File: src/rtl/settings_edit_ctrl_pkg.sv
// Shared types and constants for the advanced-settings editor.
package settings_edit_ctrl_pkg;

  typedef enum logic [1:0] {
    ST_IDLE   = 2'd0,
    ST_SEL    = 2'd1,
    ST_EDIT   = 2'd2,
    ST_COMMIT = 2'd3
  } state_t;

  typedef enum logic [1:0] {
    FLD_HOUR = 2'd0,
    FLD_MIN  = 2'd1,
    FLD_SEC  = 2'd2
  } field_t;

  localparam int unsigned TIME_W = 17;

  // Packed time layout {hour, min, sec}
  localparam int unsigned HOUR_HI = 16;
  localparam int unsigned HOUR_LO = 12;
  localparam int unsigned MIN_HI  = 11;
  localparam int unsigned MIN_LO  = 6;
  localparam int unsigned SEC_HI  = 5;
  localparam int unsigned SEC_LO  = 0;

  localparam logic [4:0] HOUR_MAX = 5'd23;
  localparam logic [5:0] MS_MAX   = 6'd59;

  localparam logic [TIME_W-1:0] DEF1_TIME_C = 17'h000C0;  // 0:03:00
  localparam logic [TIME_W-1:0] DEF2_TIME_C = 17'h00005;  // 0:00:05
  localparam logic [TIME_W-1:0] DEF3_TIME_C = 17'h0A000;  // 10:00:00

  // Slot index 1..3 for a one-hot mode button vector, 0 when not exactly one bit set.
  function automatic logic [1:0] slot_of(input logic [2:0] m);
    case (m)
      3'b001:  return 2'd1;
      3'b010:  return 2'd2;
      3'b100:  return 2'd3;
      default: return 2'd0;
    endcase
  endfunction

endpackage

File: src/rtl/settings_edit_ctrl_time_field_editor.sv
// Shadow time register with field select, wrap-around increment and slot load.
module time_field_editor
  import settings_edit_ctrl_pkg::*;
(
  input  logic              clk,
  input  logic              rst,
  input  logic              clr,
  input  logic              load,
  input  logic [TIME_W-1:0] load_val,
  input  logic              adv,
  input  logic              inc,
  output logic [TIME_W-1:0] edit_time,
  output logic [1:0]        edit_field
);

  logic [TIME_W-1:0] time_q;
  logic [TIME_W-1:0] inc_val;
  field_t            field_q;
  logic [4:0]        hour;
  logic [5:0]        min;
  logic [5:0]        sec;

  // Increment only the selected field, wrapping at its maximum.
  always_comb begin
    hour    = time_q[HOUR_HI:HOUR_LO];
    min     = time_q[MIN_HI:MIN_LO];
    sec     = time_q[SEC_HI:SEC_LO];
    inc_val = time_q;
    case (field_q)
      FLD_HOUR: inc_val[HOUR_HI:HOUR_LO] = (hour == HOUR_MAX) ? '0 : hour + 5'd1;
      FLD_MIN:  inc_val[MIN_HI:MIN_LO]   = (min == MS_MAX)    ? '0 : min + 6'd1;
      FLD_SEC:  inc_val[SEC_HI:SEC_LO]   = (sec == MS_MAX)    ? '0 : sec + 6'd1;
      default:  inc_val = time_q;
    endcase
  end

  // Shadow register and field pointer; commands arrive already prioritised.
  always_ff @(posedge clk) begin
    if (rst || clr) begin
      time_q  <= '0;
      field_q <= FLD_HOUR;
    end else if (load) begin
      time_q  <= load_val;
      field_q <= FLD_HOUR;
    end else if (adv) begin
      case (field_q)
        FLD_HOUR: field_q <= FLD_MIN;
        FLD_MIN:  field_q <= FLD_SEC;
        default:  field_q <= FLD_HOUR;
      endcase
    end else if (inc) begin
      time_q <= inc_val;
    end
  end

  assign edit_time  = time_q;
  assign edit_field = field_q;

endmodule

File: src/rtl/settings_edit_ctrl.sv
// Advanced-settings editor sequencer: slot select, shadow edit, commit, timeout.
module settings_edit_ctrl
  import settings_edit_ctrl_pkg::*;
#(
  parameter int unsigned       TIMEOUT_CYC = 1_000_000_000,
  parameter logic [TIME_W-1:0] DEF1_TIME   = DEF1_TIME_C,
  parameter logic [TIME_W-1:0] DEF2_TIME   = DEF2_TIME_C,
  parameter logic [TIME_W-1:0] DEF3_TIME   = DEF3_TIME_C
)
(
  input  logic              clk,
  input  logic              rst,
  input  logic              settings_en,
  input  logic [2:0]        mode_btn,
  input  logic              field_btn,
  input  logic              inc_btn,
  input  logic              confirm_btn,
  input  logic              init_btn,
  output logic              in_settings_mode,
  output logic [1:0]        state_o,
  output logic [1:0]        edit_slot,
  output logic [1:0]        edit_field,
  output logic [TIME_W-1:0] edit_time,
  output logic              commit_pulse,
  output logic [TIME_W-1:0] slot1_time,
  output logic [TIME_W-1:0] slot2_time,
  output logic [TIME_W-1:0] slot3_time
);

  localparam logic [31:0] TO_LAST = 32'(TIMEOUT_CYC - 1);

  state_t            state_q, state_n;
  logic [31:0]       idle_cnt;
  logic              any_btn;
  logic              timeout_hit;
  logic [1:0]        mode_slot;
  logic [TIME_W-1:0] load_val;
  logic              ed_clr, ed_load, ed_adv, ed_inc;
  logic              slot_wr, slots_init;

  // Next state and one-hot editor commands; only the highest-priority event acts.
  always_comb begin
    state_n     = state_q;
    ed_clr      = 1'b0;
    ed_load     = 1'b0;
    ed_adv      = 1'b0;
    ed_inc      = 1'b0;
    slot_wr     = 1'b0;
    slots_init  = 1'b0;
    mode_slot   = slot_of(mode_btn);
    any_btn     = (|mode_btn) | field_btn | inc_btn | confirm_btn | init_btn;
    timeout_hit = (idle_cnt == TO_LAST);
    case (state_q)
      ST_IDLE: begin
        if (settings_en) state_n = ST_SEL;
      end
      ST_SEL, ST_EDIT: begin
        if (!settings_en) begin
          state_n = ST_IDLE;
          ed_clr  = 1'b1;
        end else if (init_btn) begin
          state_n    = ST_SEL;
          slots_init = 1'b1;
          ed_clr     = 1'b1;
        end else if (confirm_btn) begin
          if (state_q == ST_EDIT) state_n = ST_COMMIT;
        end else if (mode_slot != 2'd0) begin
          state_n = ST_EDIT;
          ed_load = 1'b1;
        end else if (field_btn) begin
          ed_adv = (state_q == ST_EDIT);
        end else if (inc_btn) begin
          ed_inc = (state_q == ST_EDIT);
        end else if (!any_btn && timeout_hit) begin
          state_n = ST_IDLE;
          ed_clr  = 1'b1;
        end
      end
      ST_COMMIT: begin
        // A concurrent init wins over the write; a dropped enable still lets the write land.
        if (settings_en && init_btn) begin
          state_n    = ST_SEL;
          slots_init = 1'b1;
          ed_clr     = 1'b1;
        end else begin
          slot_wr = 1'b1;
          ed_clr  = 1'b1;
          state_n = settings_en ? ST_SEL : ST_IDLE;
        end
      end
      default: state_n = ST_IDLE;
    endcase
  end

  // Source value for a slot load.
  always_comb begin
    case (mode_slot)
      2'd1:    load_val = slot1_time;
      2'd2:    load_val = slot2_time;
      2'd3:    load_val = slot3_time;
      default: load_val = '0;
    endcase
  end

  // State register and registered status outputs.
  always_ff @(posedge clk) begin
    if (rst) begin
      state_q          <= ST_IDLE;
      in_settings_mode <= 1'b0;
      commit_pulse     <= 1'b0;
    end else begin
      state_q          <= state_n;
      in_settings_mode <= (state_n != ST_IDLE);
      commit_pulse     <= slot_wr;
    end
  end

  // Slot currently being edited.
  always_ff @(posedge clk) begin
    if (rst || ed_clr) begin
      edit_slot <= '0;
    end else if (ed_load) begin
      edit_slot <= mode_slot;
    end
  end

  // Committed slot values.
  always_ff @(posedge clk) begin
    if (rst || slots_init) begin
      slot1_time <= DEF1_TIME;
      slot2_time <= DEF2_TIME;
      slot3_time <= DEF3_TIME;
    end else if (slot_wr) begin
      case (edit_slot)
        2'd1:    slot1_time <= edit_time;
        2'd2:    slot2_time <= edit_time;
        2'd3:    slot3_time <= edit_time;
        default: ;
      endcase
    end
  end

  // Inactivity counter, running only while waiting in SEL/EDIT.
  always_ff @(posedge clk) begin
    if (rst || any_btn || timeout_hit ||
        state_q == ST_IDLE || state_q == ST_COMMIT) begin
      idle_cnt <= '0;
    end else begin
      idle_cnt <= idle_cnt + 32'd1;
    end
  end

  time_field_editor u_editor (
    .clk        (clk),
    .rst        (rst),
    .clr        (ed_clr),
    .load       (ed_load),
    .load_val   (load_val),
    .adv        (ed_adv),
    .inc        (ed_inc),
    .edit_time  (edit_time),
    .edit_field (edit_field)
  );

  assign state_o = state_q;

endmodule

File: config.mk
export PLATFORM = sky130hd
export DESIGN_NAME = settings_edit_ctrl
export DESIGN_NICKNAME = d
export VERILOG_FILES = /design/src/rtl/settings_edit_ctrl_pkg.sv /design/src/rtl/settings_edit_ctrl_time_field_editor.sv /design/src/rtl/settings_edit_ctrl.sv
export SDC_FILE = /design/constraint.sdc
export NUM_CORES = 1
export LEC_CHECK = 0
export CORE_MARGIN = 2
export CORE_UTILIZATION = 45
export DETAILED_ROUTE_END_ITERATION = 8
export PLACE_DENSITY = 0.69
export SLEW_MARGIN = 20
export SYNTH_ARGS = -nofsm -noshare
export SYNTH_HDL_FRONTEND = slang
export SYNTH_SLANG_ARGS = --single-unit
File: constraint.sdc
create_clock -name clk -period 2.85 [get_ports clk]
set_input_delay 0.57 -clock clk [delete_from_list [all_inputs] [get_ports clk]]
set_output_delay 0.57 -clock clk [all_outputs]
set_load 0.05 [all_outputs]
---- Word level (Yosys, flattened, before mapping) ----
Index checks and enable logic that the tools add are counted.
word-level totals
  flip-flop bits (word level) ............. 108
  word-level logic and storage cells ...... 121
  output and inout bits ................... 76
operators by class
  equal/unequal tests ..................... 19
  bitwise logic cells ..................... 4
  multiplexer cells ....................... 56
  reduce and logical (&&, ||, !) cells .... 26
  $add $sub $neg .......................... 4
operators with widths
  kind                                                               count
  17-bit 2-to-1 mux                                                  3
  17-bit case mux with 3 select lines                                1
  32-bit by 1-bit adder with 32-bit output, second input constant    1
  32-bit by 30-bit == test with 1-bit output, second input constant  1
  1-bit 2-to-1 mux                                                   32
  6-bit 2-to-1 mux                                                   4
  2-bit 2-to-1 mux                                                   9
  2-bit == test, second input constant                               7
  6-bit by 1-bit adder with 6-bit output, second input constant      2
  6-bit == test, second input constant                               2
  2-bit case mux with 3 select lines                                 2
  2-bit nonzero test                                                 6
  5-bit 2-to-1 mux                                                   2
  3-bit AND reduction                                                3
  2-bit by 1-bit == test with 1-bit output, second input constant    4
  1-bit logical OR                                                   6
  2-bit AND reduction                                                3
  5-bit by 1-bit adder with 5-bit output, second input constant      1
  5-bit == test, second input constant                               1
  2-bit zero test                                                    2
  1-bit bitwise OR                                                   4
  1-bit case mux with 2 select lines                                 2
  2-bit case mux with 2 select lines                                 1
  2-bit OR reduction                                                 2
  other kinds (7)                                                    8

---- Longest topological paths before layout ----
  word-level depth ........................ 17
  mapped depth ............................ 8
  mapped depth without buffers ............ 7

---- Hierarchy ----
A second synthesis with hierarchy kept.
unflattened totals
  cell total of the unflattened synthesis .. 669
  area, all modules ....................... 5265.0 µm²
modules (own cells, without submodules)
  module              area each (µm²)  cells an instance  times used  seq. area each (µm²)
  settings_edit_ctrl  4154.0           533                1           1781.7
  time_field_editor   1111.1           136                1           380.4

---- Worst setup path before layout ----
No wires, ideal clock.
  kind .................................... register to register
  start point ............................. register state_q[0] (netlist: state_o[0])
  end point ............................... register u_editor.time_q[15] (netlist: u_editor.edit_time[15])
  data arrival time ....................... 2636 ps
  path buffers ............................ 0
  library setup time ...................... 91 ps
  period minus slack after synthesis ...... 2727 ps
  setup slack ............................. 123 ps
  cell stages (with the launch flop) ...... 8
  cell sequence ........................... dfxtp_1 inv_1 ha_1 nand4bb_4 a2111oi_4 nand2_2 or4_1 a311oi_1
between the ends
  cells in the longest elaborated chain, start to end .. 10
ends and longest elaborated chain
  element                        line                                                                          text
  from (decl)                    settings_edit_ctrl.sv:32                                                      state_t state_q, state_n;
  from (signal assigned)         settings_edit_ctrl.sv:112                                                     state_q <= state_n;
  2-bit == test                  settings_edit_ctrl.sv:53, settings_edit_ctrl.sv:71, settings_edit_ctrl.sv:73
  1-bit 2-to-1 mux               settings_edit_ctrl.sv:72                                                      end else if (inc_btn) begin
  1-bit 2-to-1 mux               settings_edit_ctrl.sv:70                                                      end else if (field_btn) begin
  1-bit 2-to-1 mux               settings_edit_ctrl.sv:67                                                      end else if (mode_slot != 2'd0) begin
  1-bit 2-to-1 mux               settings_edit_ctrl.sv:65                                                      end else if (confirm_btn) begin
  1-bit 2-to-1 mux               settings_edit_ctrl.sv:61                                                      end else if (init_btn) begin
  1-bit 2-to-1 mux               settings_edit_ctrl.sv:58                                                      if (!settings_en) begin
  1-bit 2-to-1 mux               settings_edit_ctrl.sv:53                                                      case (state_q)
  2-bit nonzero test (no line)   -
  3-bit AND reduction (no line)  -
  to (signal assigned)           settings_edit_ctrl_time_field_editor.sv:43                                    time_q <= load_val;
  to (signal assigned)           settings_edit_ctrl_time_field_editor.sv:52                                    time_q <= inc_val;
  to (decl)                      settings_edit_ctrl_time_field_editor.sv:16                                    logic [TIME_W-1:0] time_q;
Several ways; a longest one is shown, not always the timed one.
A chain may end at the register's enable or synchronous reset.

---- Worst setup path in the final report ----
  start point ............................. register state_q[1] (netlist: state_o[1])
  end point ............................... register u_editor.time_q[15] (netlist: u_editor.edit_time[15])
Same word-level chain as after synthesis.

==> key figures <==
Synthesis
  • Most frequent cell after synthesis: nand2_1
  • Main area contributors after synthesis: dfxtp_1 42%, nand2_1 10%, a21oi_1 5.9%
  • Post-synth EDFFs: 0
  • Post-synthesis sequential area ratio: 0.4162
  • Synthesized area per cell: 7.992 um^2
  • Leading area contributor after synthesis: dfxtp_1
  • Mapped Cells: 650
  • FF+latch count, synth: 108
  • Commonest cells in the netlist: 140 x nand2_1, 108 x dfxtp_1, 61 x a21oi_1
  • Main flop type after synthesis: dfxtp_1
  • Top cell type's share of synthesized area: 0.4162
  • Mapped Nets: 667
  • Yosys Warn Count: 0
  • Async S/R FF share, synth: 0
  • Synthesized area: 5195 um^2
  • Post-synth cell types: 57

Global routing
  • First-pass GRT wire length: 23770 um
  • Initial antenna violation count: 0
  • Largest net degree at the start of global routing: 46
  • GR Util All Layers: 0.2326
  • Grt ovf: 0
  • Vias in the first global route: 4829

Detailed routing
  • First-pass detailed-route iteration total: 5
  • Via count of the routed design: 5098
  • Number of routed nets with antenna violations: 0
  • WL final: 14460 um
  • Via density: 5.787
  • DR WL met2: 7075 um
  • Initial DRC count: 272
  • DRC viols: 0
  • Uppermost layer routed: met4
  • Wire length on met1: 6259 um
  • Wire per inst: 16.42 um
  • DR WL met3: 799 um

Critical path
  • CP Class: reg2reg
  • CP max stage cell: or4_1
  • Max Fanout on Critical Path: 7
  • WP data required: 3.11 ns
  • Crit path arrival time: 2.84 ns
  • Critical path capture point type: register
  • CP Cell Sequence: inv_1 -> ha_1 -> nand4bb_4 -> a2111oi_4 -> nand2_2 -> or4_1 -> a311oi_1
  • CP max stage delay: 0.53 ns
  • Crit path launch type: register

Floorplanning
  • Ports: 86
  • Die area: 12420 um^2
  • Initial core utilization: 0.4589
  • DIE WIDTH: 111.4 um
  • Core area: 11320 um^2
  • Rows: 39
  • DIE HEIGHT: 111.4 um

Min path
  • HP Class: reg2reg

Timing
  • Sum of negative setup slack: 0 ns
  • Setup-failing EPs final: 0
  • Worst-Margin Slew: 0.6054 ns
  • Fin Clk Skew: 0.01029 ns
  • Max Freq: 0.3876 GHz
  • Post-route minimum period: 2.580 ns
  • Crit share post-route: 0.9052
  • RSZ-0062 raised after global routing: false
  • Final hold vios: 0
  • Max transition margin: 0.5951
  • Fin. max-slew vios: 0

Layout
  • Share of cells above drive strength 1: 0.07724
  • Antenna diodes: 0
  • Area grow syn2layout: 27.60%
  • Reg area: 2162 um^2
  • Area of the multi-input gates: 2815 um^2
  • Nets: 750
  • Cell Count, Final, Fillers Out: 881
  • Filler Cells Inserted: 1035

Clocking
  • CTS tree: done
  • Post-CTS setup buffers: 0
  • Clock sink count: 108
  • Clk root buf: clkbuf_16
  • Inserted Clock Buffers: 9
  • PostCTS Resize Cnt: 0
  • Clock transition at path regs: 0.07 ns
  • Clock Path Buffers: 2
  • H-tree depth: 3
  • Worst-skew pair later-pin latency: 0.36 ns
  • Hold buffer count at cts: 0

Placement
  • RePlAce Congestion: 0.8350
  • DPL Wire Length: 10510 um
  • Placed Cells: 865
  • IO Port Bufs: 85

Power
  • Worst IR drop on VDD: 0.2623 mV
  • Total power: 0.003040 W
  • Pleak: 2.142 nW
  • Areal power density over the cells: 458.6 nW/um^2

Run status
  • Status: completed

Run
  • Max-cap violations: 0
worst max-delay path, delay by kind of cell, from the launching register on:
| kind | cells | cell delay (ns) |
|---|---|---|
| and+or+nand+nor | 3 | 0.82 |
| AOI/OAI and AO/OA | 2 | 0.71 |
| buffers and inverters | 1 | 0.09 |
| adders and majority gates | 1 | 0.40 |
| DFF | 1 | 0.46 |
cell usage in the layout, fill, tap and decap left out, types with 9 or more instances in the layout:
| cell | count |
|---|---|
| nor2_1 | 52 |
| inv_1 | 12 |
| nor3_1 | 12 |
| a22o_1 | 12 |
| dfxtp_1 | 108 |
| nand3_1 | 23 |
| a221oi_1 | 11 |
| buf_4 | 29 |
| o21ai_0 | 10 |
| a21oi_1 | 61 |
| clkbuf_16 | 9 |
| nand4_1 | 12 |
| nand2_1 | 140 |
| a211oi_1 | 9 |
| clkdlybuf4s50_1 | 85 |
| xnor2_1 | 25 |
report_power, final:
| part | total, W | internal (W) | switching (W) |
|---|---|---|---|
| Combinational | 0.000186 | 0.0000667 | 0.000119 |
| Sequential | 0.00152 | 0.00151 | 0.00000935 |
| Clock | 0.00133 | 0.000741 | 0.000590 |
sequential cells by signal (all words and copies together) (netlist names):
register / flops
idle_cnt: 32
slot1_time: 17
slot2_time: 17
slot3_time: 17
u_editor.edit_time: 17
edit_slot: 2
state_o: 2
u_editor.edit_field: 2
commit_pulse: 1
in_settings_mode: 1
final timing paths:
check | from | cells past startpoint | slack (ns) | to
setup reg to reg | state_o[1] | 7 | 0.27 | u_editor.edit_time[15]
hold / removal | slot1_time[4] | 2 | 0.47 | slot1_time[4]
setup / recovery | state_o[1] | 7 | 0.27 | u_editor.edit_time[15]
hold reg to reg | slot1_time[4] | 2 | 0.47 | slot1_time[4]
layer usage:
| layer | vias up | global-route usage |
|---|---|---|
| li1 | 2469 | - |
| met1 | 2435 | 0.3045 |
| met2 | 173 | 0.3870 |
| met3 | 21 | 0.03919 |
| met4 | 0 | 0.08724 |
| met5 | - | 0 |
kinds of logic (layout without fill, tap and decap cells):
kind of cell | after synthesis | count (layout) | share of synthesized area
and+or+nand+nor | 298 | 298 | 0.2729
DFF | 108 | 108 | 0.4162
AOI/OAI and AO/OA | 146 | 146 | 0.1915
buffers and inverters | 56 | 144 | 0.04287
xor gates and xnor gates | 32 | 32 | 0.05395
adders and majority gates | 7 | 7 | 0.01686
muxes | 3 | 3 | 0.005781
final cells by class:
| type | instances | area share |
|---|---|---|
| multi-input cells | 486 | 0.4247 |
| repair buffers | 116 | 0.1672 |
| inverters | 12 | 0.006795 |
| clock buffers | 11 | 0.03813 |
| clock inverters | 5 | 0.01000 |
| flip-flops and latches | 108 | 0.3262 |
| well taps | 143 | 0.02699 |
stage by stage:
step,setup WS [ns],cell area (um^2),hold slack (ns),utilization
3_3_place_gp,0.1456,6310,0.4384,0.5574
3_5_place_dp,0.04794,6310,0.4642,0.5574
6_report,0.2703,6629,0.4731,0.5855
4_1_cts,0.2777,6629,0.4740,0.5855
5_1_grt,0.1041,6629,0.4943,0.5855
2_1_floorplan,0.1227,5195,0.4260,-
Note: power is estimated with default switching activity, not from simulation.
